<file path="config.mk">
export PLATFORM = sky130hd
export DESIGN_NAME = apb_master_arb_flat
export DESIGN_NICKNAME = d
export VERILOG_FILES = /design/src/rtl/apb_arb_pkg.sv /design/src/rtl/apb_master_arb_if.sv /design/src/rtl/apb_rr_arbiter.sv /design/src/rtl/apb_master_arb.sv /design/src/flat_wrapper.sv
export SDC_FILE = /design/constraint.sdc
export NUM_CORES = 1
export LEC_CHECK = 0
export ABC_AREA = 1
export CAP_MARGIN = 0
export CELL_PAD_IN_SITES_DETAIL_PLACEMENT = 0
export CELL_PAD_IN_SITES_GLOBAL_PLACEMENT = 2
export CORE_MARGIN = 8
export CORE_UTILIZATION = 20
export DETAILED_ROUTE_END_ITERATION = 12
export PLACE_DENSITY = 0.83
export SETUP_SLACK_MARGIN = 0.05
export SLEW_MARGIN = 20
export SYNTH_ARGS = -nofsm -noshare
export SYNTH_HDL_FRONTEND = slang
export SYNTH_SLANG_ARGS = --single-unit
</file>
<file path="constraint.sdc">
create_clock -name apb_clk_in -period 3.72 [get_ports apb_clk_in]
set_clock_uncertainty 0.15 [all_clocks]
set_input_delay 0.372 -clock apb_clk_in [delete_from_list [all_inputs] [get_ports apb_clk_in]]
set_output_delay 0.372 -clock apb_clk_in [all_outputs]
set_load 0.02 [all_outputs]
</file>
<file path="src/rtl/apb_arb_pkg.sv">
// Shared constants and FSM encoding for the APB master arbiter.
package apb_arb_pkg;

  localparam int unsigned DEF_APB_ADDR_WIDTH = 32;
  localparam int unsigned DEF_APB_DATA_WIDTH = 32;
  localparam int unsigned DEF_REQ_NUM        = 4;
  localparam int unsigned DEF_TIMEOUT_CYCLE  = 16;

  typedef enum logic [1:0] {
    ST_IDLE   = 2'd0,
    ST_SETUP  = 2'd1,
    ST_ACCESS = 2'd2
  } apb_state_t;

  // Width of a requester index; never below one bit.
  function automatic int unsigned idx_width(input int unsigned n);
    return (n > 1) ? $clog2(n) : 1;
  endfunction

endpackage

</file>
<file path="src/rtl/apb_master_arb_if.sv">
// Requester-side and APB-side bus of the arbiter; master = arbiter view, slave = environment view.
interface apb_master_arb_if
  import apb_arb_pkg::*;
#(
  parameter int unsigned APB_ADDR_WIDTH = DEF_APB_ADDR_WIDTH,
  parameter int unsigned APB_DATA_WIDTH = DEF_APB_DATA_WIDTH,
  parameter int unsigned REQ_NUM        = DEF_REQ_NUM
);

  logic [REQ_NUM-1:0]                req_valid_in;
  logic [REQ_NUM*APB_ADDR_WIDTH-1:0] req_addr_in;
  logic [REQ_NUM-1:0]                req_write_in;
  logic [REQ_NUM*APB_DATA_WIDTH-1:0] req_wdata_in;
  logic [REQ_NUM-1:0]                req_gnt_out;
  logic [REQ_NUM-1:0]                req_done_out;
  logic [APB_DATA_WIDTH-1:0]         req_rdata_out;
  logic                              req_error_out;

  logic [APB_ADDR_WIDTH-1:0]         apb_addr_out;
  logic                              apb_write_out;
  logic [APB_DATA_WIDTH-1:0]         apb_wdata_out;
  logic                              apb_psel_out;
  logic                              apb_penable_out;
  logic [APB_DATA_WIDTH-1:0]         apb_rdata_in;
  logic                              apb_ready_in;
  logic                              apb_slverr_in;

  modport master (
    input  req_valid_in, req_addr_in, req_write_in, req_wdata_in,
    input  apb_rdata_in, apb_ready_in, apb_slverr_in,
    output req_gnt_out, req_done_out, req_rdata_out, req_error_out,
    output apb_addr_out, apb_write_out, apb_wdata_out, apb_psel_out, apb_penable_out
  );

  modport slave (
    output req_valid_in, req_addr_in, req_write_in, req_wdata_in,
    output apb_rdata_in, apb_ready_in, apb_slverr_in,
    input  req_gnt_out, req_done_out, req_rdata_out, req_error_out,
    input  apb_addr_out, apb_write_out, apb_wdata_out, apb_psel_out, apb_penable_out
  );

endinterface

</file>
<file path="src/rtl/apb_rr_arbiter.sv">
// Combinational round-robin picker: search starts one past the last winner and wraps.
module apb_rr_arbiter
  import apb_arb_pkg::*;
#(
  parameter int unsigned REQ_NUM = DEF_REQ_NUM
) (
  input  logic [REQ_NUM-1:0]            i_req,
  input  logic [idx_width(REQ_NUM)-1:0] i_last,
  output logic [REQ_NUM-1:0]            o_gnt,
  output logic [idx_width(REQ_NUM)-1:0] o_idx,
  output logic                          o_any
);

  localparam int unsigned IDX_W = idx_width(REQ_NUM);

  logic [IDX_W-1:0] w_cand;

  always_comb begin
    // NOTE: every output gets a default before the loop so no path leaves one unassigned (no latch).
    o_gnt  = '0;
    o_idx  = '0;
    o_any  = 1'b0;
    w_cand = '0;
    for (int off = 1; off <= int'(REQ_NUM); off++) begin
      w_cand = IDX_W'((int'(i_last) + off) % int'(REQ_NUM));
      if (!o_any && i_req[w_cand]) begin
        o_any         = 1'b1;
        o_idx         = w_cand;
        o_gnt[w_cand] = 1'b1;
      end
    end
  end

endmodule

</file>
<file path="src/rtl/apb_master_arb.sv">
// Round-robin APB master shared by REQ_NUM requesters; IDLE/SETUP/ACCESS FSM with registered outputs.
// Optional ACCESS timeout abort is enabled by defining APB_ARB_TIMEOUT_EN.
module apb_master_arb
  import apb_arb_pkg::*;
#(
  parameter int unsigned APB_ADDR_WIDTH = DEF_APB_ADDR_WIDTH,
  parameter int unsigned APB_DATA_WIDTH = DEF_APB_DATA_WIDTH,
  parameter int unsigned REQ_NUM        = DEF_REQ_NUM,
  parameter int unsigned TIMEOUT_CYCLE  = DEF_TIMEOUT_CYCLE
) (
  input  logic          apb_clk_in,
  input  logic          apb_rstn_in,
  apb_master_arb_if.master bus
);

  localparam int unsigned IDX_W = idx_width(REQ_NUM);

  apb_state_t                r_state;
  logic [IDX_W-1:0]          r_last;
  logic [REQ_NUM-1:0]        r_gnt;
  logic [REQ_NUM-1:0]        r_done;
  logic [APB_DATA_WIDTH-1:0] r_rdata;
  logic                      r_error;
  logic [APB_ADDR_WIDTH-1:0] r_addr;
  logic                      r_write;
  logic [APB_DATA_WIDTH-1:0] r_wdata;
  logic                      r_psel;
  logic                      r_penable;

`ifdef APB_ARB_TIMEOUT_EN
  localparam int unsigned TMO_W = $clog2(TIMEOUT_CYCLE + 1);
  logic [TMO_W-1:0]          r_tmo_cnt;
`endif

  logic [REQ_NUM-1:0]        w_gnt;
  logic [IDX_W-1:0]          w_idx;
  logic                      w_any;

  apb_rr_arbiter #(.REQ_NUM(REQ_NUM)) u_rr (
    .i_req  (bus.req_valid_in),
    .i_last (r_last),
    .o_gnt  (w_gnt),
    .o_idx  (w_idx),
    .o_any  (w_any)
  );

  always_ff @(posedge apb_clk_in or negedge apb_rstn_in) begin
    if (!apb_rstn_in) begin
      r_state   <= ST_IDLE;
      r_last    <= IDX_W'(REQ_NUM - 1);  // requester 0 wins first
      r_gnt     <= '0;
      r_done    <= '0;
      r_rdata   <= '0;
      r_error   <= 1'b0;
      r_addr    <= '0;
      r_write   <= 1'b0;
      r_wdata   <= '0;
      r_psel    <= 1'b0;
      r_penable <= 1'b0;
`ifdef APB_ARB_TIMEOUT_EN
      r_tmo_cnt <= '0;
`endif
    end else begin
      // NOTE: state updates are non-blocking so every register samples pre-edge values.
      r_done <= '0;
      case (r_state)
        ST_IDLE: begin
          if (w_any) begin
            r_last  <= w_idx;
            r_gnt   <= w_gnt;
            r_addr  <= bus.req_addr_in[int'(w_idx)*APB_ADDR_WIDTH +: APB_ADDR_WIDTH];
            r_write <= bus.req_write_in[w_idx];
            r_wdata <= bus.req_wdata_in[int'(w_idx)*APB_DATA_WIDTH +: APB_DATA_WIDTH];
            r_psel  <= 1'b1;
            r_state <= ST_SETUP;
          end
        end
        ST_SETUP: begin
          r_penable <= 1'b1;
          r_state   <= ST_ACCESS;
        end
        ST_ACCESS: begin
          if (bus.apb_ready_in) begin
            r_done    <= r_gnt;
            r_rdata   <= r_write ? '0 : bus.apb_rdata_in;
            r_error   <= bus.apb_slverr_in;
            r_gnt     <= '0;
            r_psel    <= 1'b0;
            r_penable <= 1'b0;
            r_state   <= ST_IDLE;
`ifdef APB_ARB_TIMEOUT_EN
            r_tmo_cnt <= '0;
          end else if (r_tmo_cnt == TMO_W'(TIMEOUT_CYCLE - 1)) begin
            // Completer never answered: report an error to the owner and free the bus.
            r_done    <= r_gnt;
            r_rdata   <= '0;
            r_error   <= 1'b1;
            r_gnt     <= '0;
            r_psel    <= 1'b0;
            r_penable <= 1'b0;
            r_state   <= ST_IDLE;
            r_tmo_cnt <= '0;
          end else begin
            r_tmo_cnt <= r_tmo_cnt + 1'b1;
`endif
          end
        end
        default: r_state <= ST_IDLE;
      endcase
    end
  end

  assign bus.req_gnt_out     = r_gnt;
  assign bus.req_done_out    = r_done;
  assign bus.req_rdata_out   = r_rdata;
  assign bus.req_error_out   = r_error;
  assign bus.apb_addr_out    = r_addr;
  assign bus.apb_write_out   = r_write;
  assign bus.apb_wdata_out   = r_wdata;
  assign bus.apb_psel_out    = r_psel;
  assign bus.apb_penable_out = r_penable;

endmodule
</file>
<file path="src/flat_wrapper.sv">
// flat-port wrapper written by rule: the top's interface ports become plain ports
module apb_master_arb_flat import apb_arb_pkg::*;
#(
  parameter int unsigned APB_ADDR_WIDTH = DEF_APB_ADDR_WIDTH,
  parameter int unsigned APB_DATA_WIDTH = DEF_APB_DATA_WIDTH,
  parameter int unsigned REQ_NUM        = DEF_REQ_NUM,
  parameter int unsigned TIMEOUT_CYCLE  = DEF_TIMEOUT_CYCLE
)
  (apb_clk_in, apb_rstn_in, bus_req_valid_in, bus_req_addr_in, bus_req_write_in, bus_req_wdata_in, bus_apb_rdata_in, bus_apb_ready_in, bus_apb_slverr_in, bus_req_gnt_out, bus_req_done_out, bus_req_rdata_out, bus_req_error_out, bus_apb_addr_out, bus_apb_write_out, bus_apb_wdata_out, bus_apb_psel_out, bus_apb_penable_out);
  apb_master_arb_if #(.APB_ADDR_WIDTH(APB_ADDR_WIDTH), .APB_DATA_WIDTH(APB_DATA_WIDTH), .REQ_NUM(REQ_NUM)) bus_i ();
  input  logic apb_clk_in;
  input  logic apb_rstn_in;
  input wire logic [$bits(bus_i.req_valid_in)-1:0] bus_req_valid_in;
  input wire logic [$bits(bus_i.req_addr_in)-1:0] bus_req_addr_in;
  input wire logic [$bits(bus_i.req_write_in)-1:0] bus_req_write_in;
  input wire logic [$bits(bus_i.req_wdata_in)-1:0] bus_req_wdata_in;
  input wire logic [$bits(bus_i.apb_rdata_in)-1:0] bus_apb_rdata_in;
  input wire logic [$bits(bus_i.apb_ready_in)-1:0] bus_apb_ready_in;
  input wire logic [$bits(bus_i.apb_slverr_in)-1:0] bus_apb_slverr_in;
  output wire logic [$bits(bus_i.req_gnt_out)-1:0] bus_req_gnt_out;
  output wire logic [$bits(bus_i.req_done_out)-1:0] bus_req_done_out;
  output wire logic [$bits(bus_i.req_rdata_out)-1:0] bus_req_rdata_out;
  output wire logic [$bits(bus_i.req_error_out)-1:0] bus_req_error_out;
  output wire logic [$bits(bus_i.apb_addr_out)-1:0] bus_apb_addr_out;
  output wire logic [$bits(bus_i.apb_write_out)-1:0] bus_apb_write_out;
  output wire logic [$bits(bus_i.apb_wdata_out)-1:0] bus_apb_wdata_out;
  output wire logic [$bits(bus_i.apb_psel_out)-1:0] bus_apb_psel_out;
  output wire logic [$bits(bus_i.apb_penable_out)-1:0] bus_apb_penable_out;
  assign bus_i.req_valid_in = bus_req_valid_in;
  assign bus_i.req_addr_in = bus_req_addr_in;
  assign bus_i.req_write_in = bus_req_write_in;
  assign bus_i.req_wdata_in = bus_req_wdata_in;
  assign bus_i.apb_rdata_in = bus_apb_rdata_in;
  assign bus_i.apb_ready_in = bus_apb_ready_in;
  assign bus_i.apb_slverr_in = bus_apb_slverr_in;
  assign bus_req_gnt_out = bus_i.req_gnt_out;
  assign bus_req_done_out = bus_i.req_done_out;
  assign bus_req_rdata_out = bus_i.req_rdata_out;
  assign bus_req_error_out = bus_i.req_error_out;
  assign bus_apb_addr_out = bus_i.apb_addr_out;
  assign bus_apb_write_out = bus_i.apb_write_out;
  assign bus_apb_wdata_out = bus_i.apb_wdata_out;
  assign bus_apb_psel_out = bus_i.apb_psel_out;
  assign bus_apb_penable_out = bus_i.apb_penable_out;
  apb_master_arb #(.APB_ADDR_WIDTH(APB_ADDR_WIDTH), .APB_DATA_WIDTH(APB_DATA_WIDTH), .REQ_NUM(REQ_NUM), .TIMEOUT_CYCLE(TIMEOUT_CYCLE)) u_core (.apb_clk_in(apb_clk_in), .apb_rstn_in(apb_rstn_in), .bus(bus_i));
endmodule
</file>
---- After elaboration in Yosys (flattened, before gate mapping) ----
Cells that the tools add are included.
W data, S select, Z words.
word-level totals
  input bits .............................. 300
  output and inout bits ................... 108
  register bits after elaboration ......... 112
  word-level logic and storage cells ...... 94
operators by class
  $add $sub $neg .......................... 4
  reductions and logical operators ........ 18
  equality and inequality tests ........... 4
  multiplexer cells ....................... 43
  shifts and indexed selects .............. 2
  order comparisons ....................... 9
  bitwise operators ....................... 3
operators by type and width
  cell                   number
  $shiftx A128 B8 Y32    2
  $mux W32               1
  $mux W4                8
  $lt A2 B3 Y1 const B   5
  $mux W1                15
  $mux W2                6
  $or A4 B4 Y4           3
  $bmux W1 S2            5
  $demux W1 S2           4
  $ge A2 B1 Y1 const B   4
  $pmux W4 S2            1
  $reduce_and A2 Y1      4
  $logic_and A1 B1 Y1    7
  $pmux W2 S3            1
  $add A2 B1 Y2 const B  2
  $add A2 B2 Y2 const B  2
  $ne A2 B2 Y1 const B   2
  $pmux W1 S2            2
  $reduce_bool A2 Y1     2
  $logic_not A1 Y1       3
  $reduce_and A3 Y1      1
  $eq A2 B1 Y1 const B   1
  $eq A2 B2 Y1 const B   1
  $logic_not A2 Y1       1

---- Longest topological paths before layout ----
  depth after elaboration ................. 15
  depth in mapped cells ................... 17
  mapped depth without buffers ............ 14

---- Hierarchy ----
From an unflattened synthesis, not the netlist that was laid out.
second synthesis, totals
  cells, all modules ...................... 1184
  area total of the unflattened synthesis .. 7418.4 µm²
modules (own cells, without submodules)
  module          cells an instance  seq. area each (µm²)  times used  area an instance (µm²)
  apb_master_arb  1110               2805.2                1           6960.4
  apb_rr_arbiter  74                 0.0                   1           457.9

---- Worst setup path before layout ----
Ideal clock, no wire load.
  path kind ............................... register to register
  start ................................... register u_core.r_last[0]
  end ..................................... register u_core.r_wdata[21] (netlist: u_core.bus.apb_wdata_out[21])
  setup time .............................. 0.117 ns
  cell stages (with the launch flop) ...... 17
  path buffers ............................ 3
  data required time ...................... 3.453 ns
  arrival ................................. 2.361 ns
  setup slack ............................. 1.092 ns
  clock period less this slack ............ 2.628 ns
  path through ............................ dfstp_2 -> buf_4 -> inv_4 -> ha_1 -> inv_1 -> nand2_2 -> nand2_4 -> nor2_8 -> nand3_2 -> nand3_1 -> buf_4 -> buf_2 -> nand2_1 -> nand3_1 -> nand2_1 -> nand2_1 -> nand2_1
on the way
  cells in the longest elaborated chain, start to end .. 14
  elaborated cells between the ends (all ways) .. 28
  those cells by class .................... add/sub (4); shift (1); mux (16); reduce/logical (7)
ends and longest elaborated chain
  what                                                             RTL line              RTL
  start, declared                                                  apb_master_arb.sv:19  logic [IDX_W-1:0] r_last;
  start signal, assigned                                           apb_master_arb.sv:50  r_last <= IDX_W'(REQ_NUM - 1);
  start signal, assigned                                           apb_master_arb.sv:69  r_last <= w_idx;
  $add A2 B1 Y2                                                    apb_rr_arbiter.sv:25  w_cand = IDX_W'((int'(i_last) + off) % int'(REQ_NUM));
  $bmux W1 S2                                                      apb_rr_arbiter.sv:26  if (!o_any && i_req[w_cand]) begin
  $mux W1 (not written as such)                                    apb_rr_arbiter.sv:26
  $mux W1                                                          apb_rr_arbiter.sv:26
  $logic_not A1 Y1                                                 apb_rr_arbiter.sv:26
  $logic_and A1 B1 Y1                                              apb_rr_arbiter.sv:26
  $mux W1                                                          apb_rr_arbiter.sv:26
  $logic_not A1 Y1                                                 apb_rr_arbiter.sv:26
  $logic_and A1 B1 Y1                                              apb_rr_arbiter.sv:26
  $mux W1                                                          apb_rr_arbiter.sv:26
  $logic_not A1 Y1                                                 apb_rr_arbiter.sv:26
  $logic_and A1 B1 Y1                                              apb_rr_arbiter.sv:26
  $mux W2 / $mux W1 (equally long branches)                        apb_rr_arbiter.sv:26
  $shiftx A128 B8 Y32 / $reduce_and A2 Y1 (equally long branches)  n/a
  end signal, assigned                                             apb_master_arb.sv:73  r_wdata <= bus.req_wdata_in[int'(w_idx)*APB_DATA_WIDTH +: APB_DATA_WIDTH];
  end, declared                                                    apb_master_arb.sv:26  logic [APB_DATA_WIDTH-1:0] r_wdata;
Several ways; a longest one is shown, not always the timed one. The select of a mux whose other input is x is not followed.
A chain may end at the register's enable or synchronous reset.

---- Worst setup path after layout ----
  start ................................... register u_core.r_last[1]
  end ..................................... register u_core.r_wdata[24] (netlist: u_core.bus.apb_wdata_out[24])
Same word-level chain as after synthesis.

==> reports/results.ini <==
[routing]
drt-total-wl_um = 37100
num_vias = 9232
ant_nets = 0
wl_per_cell_um = 17.1
vias_per_cell = 4.25
drtIter0Drc = 565
drt_first_pass_iters = 4
drc_errors = 0

[critical_path]
worstSetupStartpointType = register
arrival_ns = 3.32
crit_type = register to register
worst_ep_required_time_ns = 3.85
crit_path_max_fanout = 114
cp-end-kind = register

[power_and_ir_drop]
pwr-share-comb = 0.762
internal_power_w = 0.00618
leakage_nw = 6.69
swShare = 0.554
p_per_area_nw_per_um2 = 1070
ir_drop_v = 0.00117
pwr-share-seq = 0.160
switching_power_w = 0.00767
clkPwrFrac = 0.078
p_total_w = 0.0139

[synth]
synth-warning-count = 0
synth_mux_area_frac = 0.00139
synth_top_area_frac = 0.341
synth_top_family_by_area = simple AND/OR/NAND/NOR gates
synth_compound_area_frac = 0.0361
synth-seq-cells = 112
yosysUniqueCellTypes = 30
yosysTopAreaCell = dfrtp_1
synth.avg_cell_area_um2 = 6.27
synth_cells = 1290
synthXorXnorAreaFrac = 0
synth_area_um2 = 8080
yosys.area_share.adder = 0.0124
syn-num-nets = 1598
synth.top_cells.by_area = dfrtp_1 (34%), nand2_1 (22%), inv_1 (12%)
synth-seq-area-share = 0.347
synthSimpleGateAreaFrac = 0.426

[clock_tree]
numCtsBuffers = 9
insertion_delay_ns = 0.38
cts_max_level = 3
clk_pin_slew_worst_paths_ns = 0.09
cts_resized = 0
clkSinkCount = 112
tritoncts = built
cts_hold_buf = 1
cts-root-buf = clkbuf_16
postCtsSetupBuffers = 0
cts_buffer_depth = 2

[timing]
clock.fmax_ghz = 0.313
final.setup.tns_ns = 0
setup_violations = 0
worst_pin_slew_ns = 1.01
hold_viol_final = 0
grt_setup_unrepaired = false
max_slew_margin = 0.328
final_max_slew_viol_count = 0
fin_crit_ns = 3.20
finalCritPeriodShare = 0.859

[place]
dpl.hpwl_um = 26800
io_buffers = 407
placed_cells = 2149
place.gp.congestion = 0.804

[global_routing]
overflow = 0
grt_pass1_wl_um = 57200
grt_use_total = 0.154
grt_pass1_vias = 9466
antenna_found_initial = 6
grt_max_degree = 115

[floorplanning]
start_util = 0.203
core_um2 = 39800
io_pins = 408
die_w_um = 217
fp-row-count = 73
die_height_um = 217
die-area_um2 = 47100

[min_path]
hold_path_class = register to register

[finish]
layoutNonFillerInstCount = 2171
final_common_cell = nand2_1
syn2layout_area_growth_pct = 60.5
final_cell_mix = nand2_1 (465), clkdlybuf4s50_1 (406), inv_1 (258)
final_nets = 1944
layout-drive-gt1-share = 0.0427

[outcome]
status = completed

[run]
maxCapViolCount = 0

==> layout make-up <==
class                           count  area (um^2)
Multi-Input combinational cell    829         3900
Fill cell                        4412        26800
Timing Repair Buffer              424         4300
Clock inverter                      7         93.8
Sequential cell                   112         2810
Tap cell                          525          657
Antenna cell                        5         12.5
Clock buffer                        9          225
Inverter                          260          978
==> logic make-up (layout without fill, tap and decap cells) <==
group	Yosys count	count (layout)
and+or+nand+nor	767	767
buffers and inverters	349	700
DFF	112	112
AOI/OAI and AO/OA	53	53
adders and majority gates	8	8
muxes	1	1
other	0	5
==> layer usage <==
layer | share of wire | GRT usage | wire length [um]
met5 | 0.00035 | 0 | 13
met4 | 0.018 | 0.0521 | 680
met3 | 0.068 | 0.0465 | 2540
met2 | 0.48 | 0.258 | 17700
met1 | 0.44 | 0.186 | 16200
==> metrics by stage <==
step / utilization / worst slack, ns / instance area, um^2 / hold slack [ns]
global placement: 0.317 / 0.602 / 12600 / 0.312
finish: 0.326 / 0.524 / 13000 / 0.338
global route: 0.326 / 0.278 / 13000 / 0.355
floorplan: - / 1.09 / 8080 / -0.0736
CTS: 0.326 / 0.483 / 13000 / 0.339
detailed placement: 0.317 / 0.493 / 12600 / 0.314
==> sequential cells by signal, summed over array words and instances (netlist names) <==
| name | cells |
|---|---|
| u_core.r_last | 2 |
| u_core.bus.apb_wdata_out | 32 |
| u_core.r_state | 2 |
| u_core.bus.apb_write_out | 1 |
| u_core.bus.apb_penable_out | 1 |
| u_core.bus.apb_psel_out | 1 |
| u_core.bus.apb_addr_out | 32 |
| u_core.bus.req_error_out | 1 |
| u_core.bus.req_done_out | 4 |
| u_core.bus.req_rdata_out | 32 |
| u_core.bus.req_gnt_out | 4 |
==> critical path, stage by stage (launching register included) <==
cell,delay [ns]
dfstp_2,0.61
inv_1,0.19
ha_1,0.43
inv_1,0.10
nand2_2,0.10
nand2_4,0.10
o21bai_1,0.21
nand2_4,0.11
buf_12,0.35
nand4_1,0.21
nand3_1,0.14
nand2_1,0.07
nand2_1,0.06
nand2_1,0.05
==> worst paths after layout <==
path	slack [ns]	endpoint	startpoint	depth (start not counted)
worst max-delay path	0.52	u_core.bus.apb_wdata_out[24]	u_core.r_last[1]	13
worst min-delay path	0.34	u_core.bus.apb_wdata_out[24]	u_core.bus.apb_wdata_out[24]	2
worst max register to register	0.52	u_core.bus.apb_wdata_out[24]	u_core.r_last[1]	13
worst min register to register	0.34	u_core.bus.apb_wdata_out[24]	u_core.bus.apb_wdata_out[24]	2
max in group asynchronous	2.01	u_core.r_last[1]	apb_rstn_in	3
min in group asynchronous	0.48	u_core.bus.req_rdata_out[14]	apb_rstn_in	2
==> cells in the mapped netlist (all sizes together) <==
master,number
a21oi,7
a22oi,4
a31oi,1
buf,55
clkbuf,34
dfrtp,110
dfstp,2
ha,8
inv,260
mux2,1
nand2,473
nand3,152
nand4,114
nor2,12
o21ai,36
o21bai,1
o22ai,4
or2,16
==> power by group through the flow <==
| stage | registers (W) | clock network [W] | logic [W] |
|---|---|---|---|
| floorplan | 0.00284 | 0 | 0.00647 |
| global placement | 0.00222 | 0 | 0.0108 |
| detailed placement | 0.00223 | 0 | 0.0108 |
| CTS | 0.00222 | 0.00115 | 0.0108 |
| global route | 0.00229 | 0.00118 | 0.0119 |
| finish | 0.00221 | 0.00109 | 0.0106 |
(Power assumes the default switching activity.)
